$ cat config.mk
export PLATFORM = sky130hd
export DESIGN_NAME = wb_uart_tx
export DESIGN_NICKNAME = d
export VERILOG_FILES = /design/src/rtl/wb_uart_tx.sv
export SDC_FILE = /design/constraint.sdc
export NUM_CORES = 1
export LEC_CHECK = 0
export ABC_AREA = 1
export CORE_MARGIN = 2
export CORE_UTILIZATION = 35
export CTS_CLUSTER_DIAMETER = 30
export DETAILED_ROUTE_END_ITERATION = 7
export SLEW_MARGIN = 20
export SYNTH_ARGS = -nofsm -noshare
export SYNTH_HDL_FRONTEND = slang
export SYNTH_SLANG_ARGS = --single-unit
export TNS_END_PERCENT = 100
$ cat constraint.sdc
create_clock -name wb_clk_i -period 3.42 [get_ports wb_clk_i]
set_input_delay 1.026 -clock wb_clk_i [delete_from_list [all_inputs] [get_ports wb_clk_i]]
set_output_delay 1.026 -clock wb_clk_i [all_outputs]
set_load 0.03 [all_outputs]
$ cat src/rtl/wb_uart_tx.sv
// Wishbone slave UART transmitter: byte FIFO, baud divider and 8N1 frame shifter.
// Define WB_UART_TX_PARITY_EN to insert an even-parity bit between data and stop.
module wb_uart_tx #(
  parameter int CLK_DIV    = 434,
  parameter int FIFO_DEPTH = 16
) (
  input  logic        wb_clk_i,
  input  logic        wb_rst_i,
  input  logic [31:0] wb_adr_i,
  input  logic [31:0] wb_dat_i,
  input  logic [3:0]  wb_sel_i,
  input  logic        wb_we_i,
  input  logic        wb_cyc_i,
  input  logic        wb_stb_i,
  output logic        wb_ack_o,
  output logic [31:0] wb_dat_o,
  output logic        tx_o,
  output logic        irq_o
);

  localparam int AW = $clog2(FIFO_DEPTH);
  localparam logic [15:0] DIV_M1 = 16'(CLK_DIV - 1);

`ifdef WB_UART_TX_PARITY_EN
  typedef enum logic [2:0] {ST_IDLE, ST_START, ST_DATA, ST_PARITY, ST_STOP} state_t;
`else
  typedef enum logic [2:0] {ST_IDLE, ST_START, ST_DATA, ST_STOP} state_t;
`endif

  state_t      state, state_nx;
  logic [15:0] baud_cnt, cnt_nx;
  logic [2:0]  bit_idx, idx_nx;
  logic [7:0]  shreg;
  logic        tx_bit, pop;

  logic [7:0]  mem [FIFO_DEPTH];
  logic [AW:0] wr_ptr, rd_ptr, level;
  logic        fifo_empty, fifo_full;

  logic        valid, is_data, stall, ack_d, push, busy;
  logic [31:0] status;
  logic        unused_bits;

  assign unused_bits = ^{wb_adr_i[31:3], wb_adr_i[1:0], wb_dat_i[31:8], wb_sel_i[3:1]};

  assign level      = wr_ptr - rd_ptr;
  assign fifo_empty = (wr_ptr == rd_ptr);
  assign fifo_full  = (wr_ptr[AW] != rd_ptr[AW]) && (wr_ptr[AW-1:0] == rd_ptr[AW-1:0]);

  assign valid   = wb_cyc_i & wb_stb_i;
  assign is_data = ~wb_adr_i[2];
  assign stall   = valid & wb_we_i & is_data & wb_sel_i[0] & fifo_full;
  assign ack_d   = valid & ~wb_ack_o & ~stall;
  assign push    = ack_d & wb_we_i & is_data & wb_sel_i[0];

  assign busy   = (state != ST_IDLE);
  assign status = {16'h0, 8'(level), 5'h0, fifo_empty, fifo_full, busy};
  assign irq_o  = fifo_empty & (state == ST_IDLE);

  always_ff @(posedge wb_clk_i) begin
    if (push) mem[wr_ptr[AW-1:0]] <= wb_dat_i[7:0];
  end

  always_ff @(posedge wb_clk_i or posedge wb_rst_i) begin
    if (wb_rst_i) begin
      wr_ptr   <= '0;
      rd_ptr   <= '0;
      wb_ack_o <= 1'b0;
      wb_dat_o <= '0;
    end else begin
      if (push) wr_ptr <= wr_ptr + 1'b1;
      if (pop)  rd_ptr <= rd_ptr + 1'b1;
      wb_ack_o <= ack_d;
      if (ack_d && !wb_we_i && !is_data) wb_dat_o <= status;
      else                               wb_dat_o <= '0;
    end
  end

  // Frame shifter; tx_o is registered from the current state, one cycle behind it.
  always_ff @(posedge wb_clk_i or posedge wb_rst_i) begin
    if (wb_rst_i) begin
      state    <= ST_IDLE;
      baud_cnt <= '0;
      bit_idx  <= '0;
      shreg    <= '0;
      tx_o     <= 1'b1;
    end else begin
      state    <= state_nx;
      baud_cnt <= cnt_nx;
      bit_idx  <= idx_nx;
      tx_o     <= tx_bit;
      if (pop) shreg <= mem[rd_ptr[AW-1:0]];
    end
  end

  always_comb begin
    state_nx = state;
    cnt_nx   = baud_cnt;
    idx_nx   = bit_idx;
    pop      = 1'b0;
    tx_bit   = 1'b1;
    if (state != ST_IDLE) cnt_nx = (baud_cnt == 16'd0) ? DIV_M1 : baud_cnt - 16'd1;
    case (state)
      ST_IDLE: begin
        if (!fifo_empty) begin
          pop      = 1'b1;
          cnt_nx   = DIV_M1;
          state_nx = ST_START;
        end
      end
      ST_START: begin
        tx_bit = 1'b0;
        if (baud_cnt == 16'd0) begin
          idx_nx   = 3'd0;
          state_nx = ST_DATA;
        end
      end
      ST_DATA: begin
        tx_bit = shreg[bit_idx];
        if (baud_cnt == 16'd0) begin
          if (bit_idx == 3'd7) begin
`ifdef WB_UART_TX_PARITY_EN
            state_nx = ST_PARITY;
`else
            state_nx = ST_STOP;
`endif
          end else begin
            idx_nx = bit_idx + 3'd1;
          end
        end
      end
`ifdef WB_UART_TX_PARITY_EN
      ST_PARITY: begin
        tx_bit = ^shreg;
        if (baud_cnt == 16'd0) state_nx = ST_STOP;
      end
`endif
      ST_STOP: begin
        tx_bit = 1'b1;
        if (baud_cnt == 16'd0) state_nx = ST_IDLE;
      end
      default: state_nx = ST_IDLE;
    endcase
  end

endmodule

Yosys cells after proc, flatten, opt, wreduce, memory -nomap -nowiden
Memory sizes are Yosys's and may differ from the RTL's. A register that Yosys moved wholly into a read port is not among the register bits.
Cells that the tools add are included.
- memory bits (writable): 128
- output and inout port bits: 35
- register bits: 66
- memories: 1
- word-level logic and storage cells: 73
- bits of input ports: 73
- memories (memory ; words ; width ; read ports ; clocked after memory_dff ; write ports ; line ; text):
    mem ; 16 ; 8 ; 1 ; 1 ; 1 ; 36 ; logic [7:0] mem [FIFO_DEPTH];
- bitwise logic cells: 14
- add/subtract/negate cells: 5
- eq/ne operators: 13
- reduce and logical (&&, ||, !) cells: 10
- multiplexer cells: 21
- magnitude comparators: 1
- operators by type and width (cell ; number):
    16-bit two-way mux ; 4
    3-bit two-way mux ; 7
    16-bit logical NOT ; 1
    16-bit by 1-bit subtractor with 16-bit output, second input constant ; 1
    13-bit two-way mux ; 1
    2-bit != test, second input constant ; 6
    3-bit one-hot mux with 4 select lines ; 1
    1-bit AND ; 11
    5-bit by 1-bit adder with 5-bit output, second input constant ; 2
    3-bit by 2-bit == test with 1-bit output, second input constant ; 2
    3-bit one-hot mux with 2 select lines ; 1
    5-bit == test ; 1
    1-bit two-way mux ; 5
    5-bit AND reduction ; 1
    5-bit subtractor ; 1
    4-bit == test ; 1
    3-bit by 4-bit less-than comparator with 1-bit output, second input constant ; 1
    4-bit AND reduction ; 1
    3-bit by 1-bit adder with 3-bit output, second input constant ; 1
    1-bit binary-select mux with 3-bit select ; 1
    3-bit by 1-bit == test with 1-bit output, second input constant ; 1
    3-bit == test, second input constant ; 1
    1-bit logical AND ; 3
    3-bit logical NOT ; 1
    6 further kinds ; 8

Longest topological paths before layout
Gate-level depths: netlist (run 1).
- word-level depth: 12
- mapped depth: 14
- mapped depth without buffers: 12

Least setup slack after synthesis (run 1)
Ideal clock, no wire load.
- path kind: flip-flop to output port
- from: register rd_ptr[1]
- to: output irq_o
- stages on the path, launching flop included: 11
- path slack: 797 ps
- buffers on the path: 2
- arrival time: 1597 ps
- required time: 2394 ps
- cell sequence: dfrtp_1 -> buf_2 -> inv_2 -> buf_2 -> ha_1 -> nand2_1 -> nor2_4 -> nand2_4 -> inv_2 -> nand2_4 -> inv_2
- cells in the longest elaborated chain, start to end: 2
- ends and longest elaborated chain (element ; line ; text):
    start, declared ; 37 ; logic [AW:0] wr_ptr, rd_ptr, level;
    start signal, assigned ; 72 ; if (pop) rd_ptr <= rd_ptr + 1'b1;
    5-bit == test ; 47 ; assign fifo_empty = (wr_ptr == rd_ptr);
    1-bit AND ; 58 ; assign irq_o = fifo_empty & (state == ST_IDLE);
    end, declared ; 18 ; output logic irq_o
No other way between the ends.

Worst setup path after layout (run 1)
- from: register wr_ptr[2]
- to: output irq_o
- cells in the longest elaborated chain, start to end: 2
- ends and longest elaborated chain (element ; line ; text):
    start, declared ; 37 ;
    start signal, assigned ; 71 ; if (push) wr_ptr <= wr_ptr + 1'b1;
    5-bit == test ; 47 ;
    1-bit AND ; 58 ;
No other way between the ends.

==> flow_metrics.tcl, run 1 <==
set metrics [dict create \
    cp.required_ns 2.39 \
    period_share_pct 93.6 \
    synth.top_cells.by_area "edfxtp_1 (46%), dfrtp_1 (14%), nand2_1 (11%)" \
    wire_per_inst_um 14.3 \
    clockBufferDepth 2 \
    die_h_um 159 \
    clk-insertion-delay-late_ns 0.43 \
    worstSetupPathType "reg -> out" \
    track_usage_pct 14.8 \
    top_usage_layer "met2" \
    setup_viol 0 \
    max_cap_viol_count 0 \
    met3_usage_pct 2.29 \
    row_count 56 \
    mostFrequentLayoutCells "nand2_1 (243), edfxtp_1 (128), inv_1 (119)" \
    start_kind "flop" \
    crit_path_max_incr_delay_ns 0.47 \
    stdcell_count 1257 \
    io_pins 108 \
    synth.cell_area_um2 8420 \
    dp_hpwl_um 11300 \
    power.density_nw_per_um2 485 \
    grt_max_degree 67 \
    drt_wl_total_um 18000 \
    status "finished, final reports clean" \
    drc 0 \
    initial_core_util_pct 35.8 \
    async_flop_share_pct 27.7 \
    ys_types 36 \
    cts-root-buf "clkbuf_16" \
    yosysTopAreaCellShare_pct 45.6 \
    met1_usage_pct 19.8 \
    cts_tree "built" \
    seq_area_frac_synth_pct 60.2 \
    slew_headroom_pct 49.1 \
    clkTransAtPathRegs_ns 0.08 \
    drive_gt1_share_pct 9.59 \
    drtAntennaViolNets 0 \
    final_common_cell "nand2_1" \
    h-tree-depth 4 \
    syn_inst 881 \
    numCtsBuffers 17 \
    die_w_um 159 \
    gp_congestion 0.819 \
    drt-initial-drc-count 401 \
    postCtsSetupBuffers 0 \
    rsz0062_at_grt "no" \
    crit_path_end_kind "output port" \
    critPathMaxFanout 9 \
    syn2layout_area_growth_pct 14.3 \
    numPortBuffers 25 \
    setup_tns_ns 0 \
    num_antenna_cells 0 \
    yosysWarnings 0 \
    p_total_mw 4.67 \
    cts-resized-gates 0 \
    setup_slack_ns 0.219 \
    hold_violations 0 \
    drv_slew 0 \
    crit_chain "ha_1 > nand2_2 > nor2_4 > nand2_4 > inv_2 > nand2_4 > inv_2 > buf_4" \
    synthFlopType "edfxtp_1" \
    syn_avg_cell_area_um2 9.56 \
    peakVddDrop_mv 0.343 \
    synth_top_area_cell "edfxtp_1" \
    dp_slack_ns 0.569 \
    finalClockSkew_ns 0.0176 \
    grt_overflow_total 0 \
    tightest_slew_ns 0.761 \
    dp_cells 1225 \
    core_area_um2 23500 \
    p_leak_nw 4.24 \
    grt.met2_usage_pct 24.8 \
    min_path_type "reg -> reg" \
    via_count 5691 \
    antenna_found_initial 0 \
    arrival_ns 2.17 \
    synth_edf_count 128 \
    drt_pass1_iterations 7 \
    clock_sinks 177 \
    cp_slowest_cell "dfrtp_1" \
    final_nets 1015 \
    finalCriticalPeriod_ns 3.20 \
    cts_hold_buf 0 \
    grt_pass1_vias 5571 \
    via_per_inst 4.53 \
    synth_seq_cells 177 \
    dieArea_um2 25300 \
    grt_pass1_wl_um 29400 \
    clock.fmax_mhz 312 \
]
[where the power goes]
| group | switching (mW) | total [mW] | internal, mW |
|---|---|---|---|
| registers | 0.0393 | 2.37 | 2.33 |
| clock network | 0.934 | 1.92 | 0.982 |
| logic | 0.258 | 0.378 | 0.121 |
[sequential cells by signal, indices dropped and copies added, names as in the netlist, 2 cells and up]
name,flops
shreg,8
bit_idx,3
state,2
mem,128
rd_ptr,5
baud_cnt,16
wr_ptr,5
wb_dat_o,8
[metrics by stage]
step                utilization (%)  hold slack, ns  instance area (um^2)
finish                         40.9           0.520                  9630
global route                   40.9           0.554                  9630
CTS                            40.9           0.522                  9630
detailed placement             38.4           0.503                  9040
global placement               38.4           0.488                  9040
floorplan                         -           0.471                  8510
[layout make-up]
class / instances / area, um^2
fill: 2306 / 13900
sequential: 177 / 5070
multi-input combinational: 549 / 2630
inverter: 130 / 493
timing repair buffer: 50 / 448
clock buffer: 17 / 425
tap: 319 / 399
clock inverter: 15 / 164
[cells in the mapped netlist (2+ instances only)]
library cell,count
a21oi_1,19
buf_2,17
buf_4,28
buf_6,2
clkinv_1,2
dfrtp_1,48
edfxtp_1,128
ha_1,16
inv_1,120
inv_2,6
inv_4,2
nand2_1,243
nand2_2,8
nand2_4,5
nand3_1,112
nand4_1,2
nand4_4,2
nor2_1,75
nor2_2,3
nor2_4,2
nor3_1,2
o21ai_0,10
o22ai_1,3
xnor2_1,4
xor2_1,11
[path summary, 6_finish.rpt]
path                                  startpoint                    end  cells after the start  slack, ns
max in group asynchronous               wb_rst_i  rd_ptr[0]$_DFFE_PP0P_                      3       1.87
max                        wr_ptr[2]$_DFFE_PP0P_                  irq_o                      8       0.22
min reg2reg                baud_cnt[0]$_DFF_PP0_  baud_cnt[0]$_DFF_PP0_                      2       0.52
min                        baud_cnt[0]$_DFF_PP0_  baud_cnt[0]$_DFF_PP0_                      2       0.52
max reg2reg                wr_ptr[0]$_DFFE_PP0P_   mem[10][6]$_DFFE_PP_                     10       1.25
min in group asynchronous               wb_rst_i  baud_cnt[7]$_DFF_PP0_                      3       1.08
[worst max-delay path, delay by kind of cell (launching register included)]
family | cells | cell delay (ns)
AND/OR/NAND/NOR | 4 | 0.45
adder cells (fa/ha/maj) | 1 | 0.43
buffers and inverters | 3 | 0.39
flip-flops | 1 | 0.47
[kinds of logic (layout without fill, tap and decap cells)]
| kind of cell | Yosys count | count (layout) | share of synthesized area, % |
|---|---|---|---|
| simple gates | 456 | 456 | 23.6 |
| buf+inv | 178 | 212 | 9.67 |
| flops | 177 | 177 | 60.2 |
| compound gates | 37 | 37 | 2.36 |
| fa+ha+maj | 17 | 17 | 2.61 |
| xor+xnor | 15 | 15 | 1.56 |
| other cells | 1 | 24 | 0.0445 |
[layer usage]
metal | share of wire [%] | wire length [um]
met1 | 47 | 8480
met2 | 49 | 8750
met3 | 2.9 | 520
met4 | 1.2 | 219
met5 | 0 | 0
Note: power is estimated with default switching activity, not from simulation.
==> inputs of run 2 (changes only) <==
--- a/config.mk
+++ b/config.mk
@@ -8,8 +8,11 @@
 export ABC_AREA = 1
 export CORE_MARGIN = 2
 export CORE_UTILIZATION = 35
+export CTS_BUF_LIST = sky130_fd_sc_hd__clkbuf_4 sky130_fd_sc_hd__clkbuf_8 sky130_fd_sc_hd__clkbuf_16
 export CTS_CLUSTER_DIAMETER = 30
 export DETAILED_ROUTE_END_ITERATION = 7
+export GPL_ROUTABILITY_DRIVEN = 0
+export SKIP_LAST_GASP = 1
 export SLEW_MARGIN = 20
 export SYNTH_ARGS = -nofsm -noshare
 export SYNTH_HDL_FRONTEND = slang
==> results of run 2 <==
The final DEF is identical to that of run 1; final timing and power are the same.
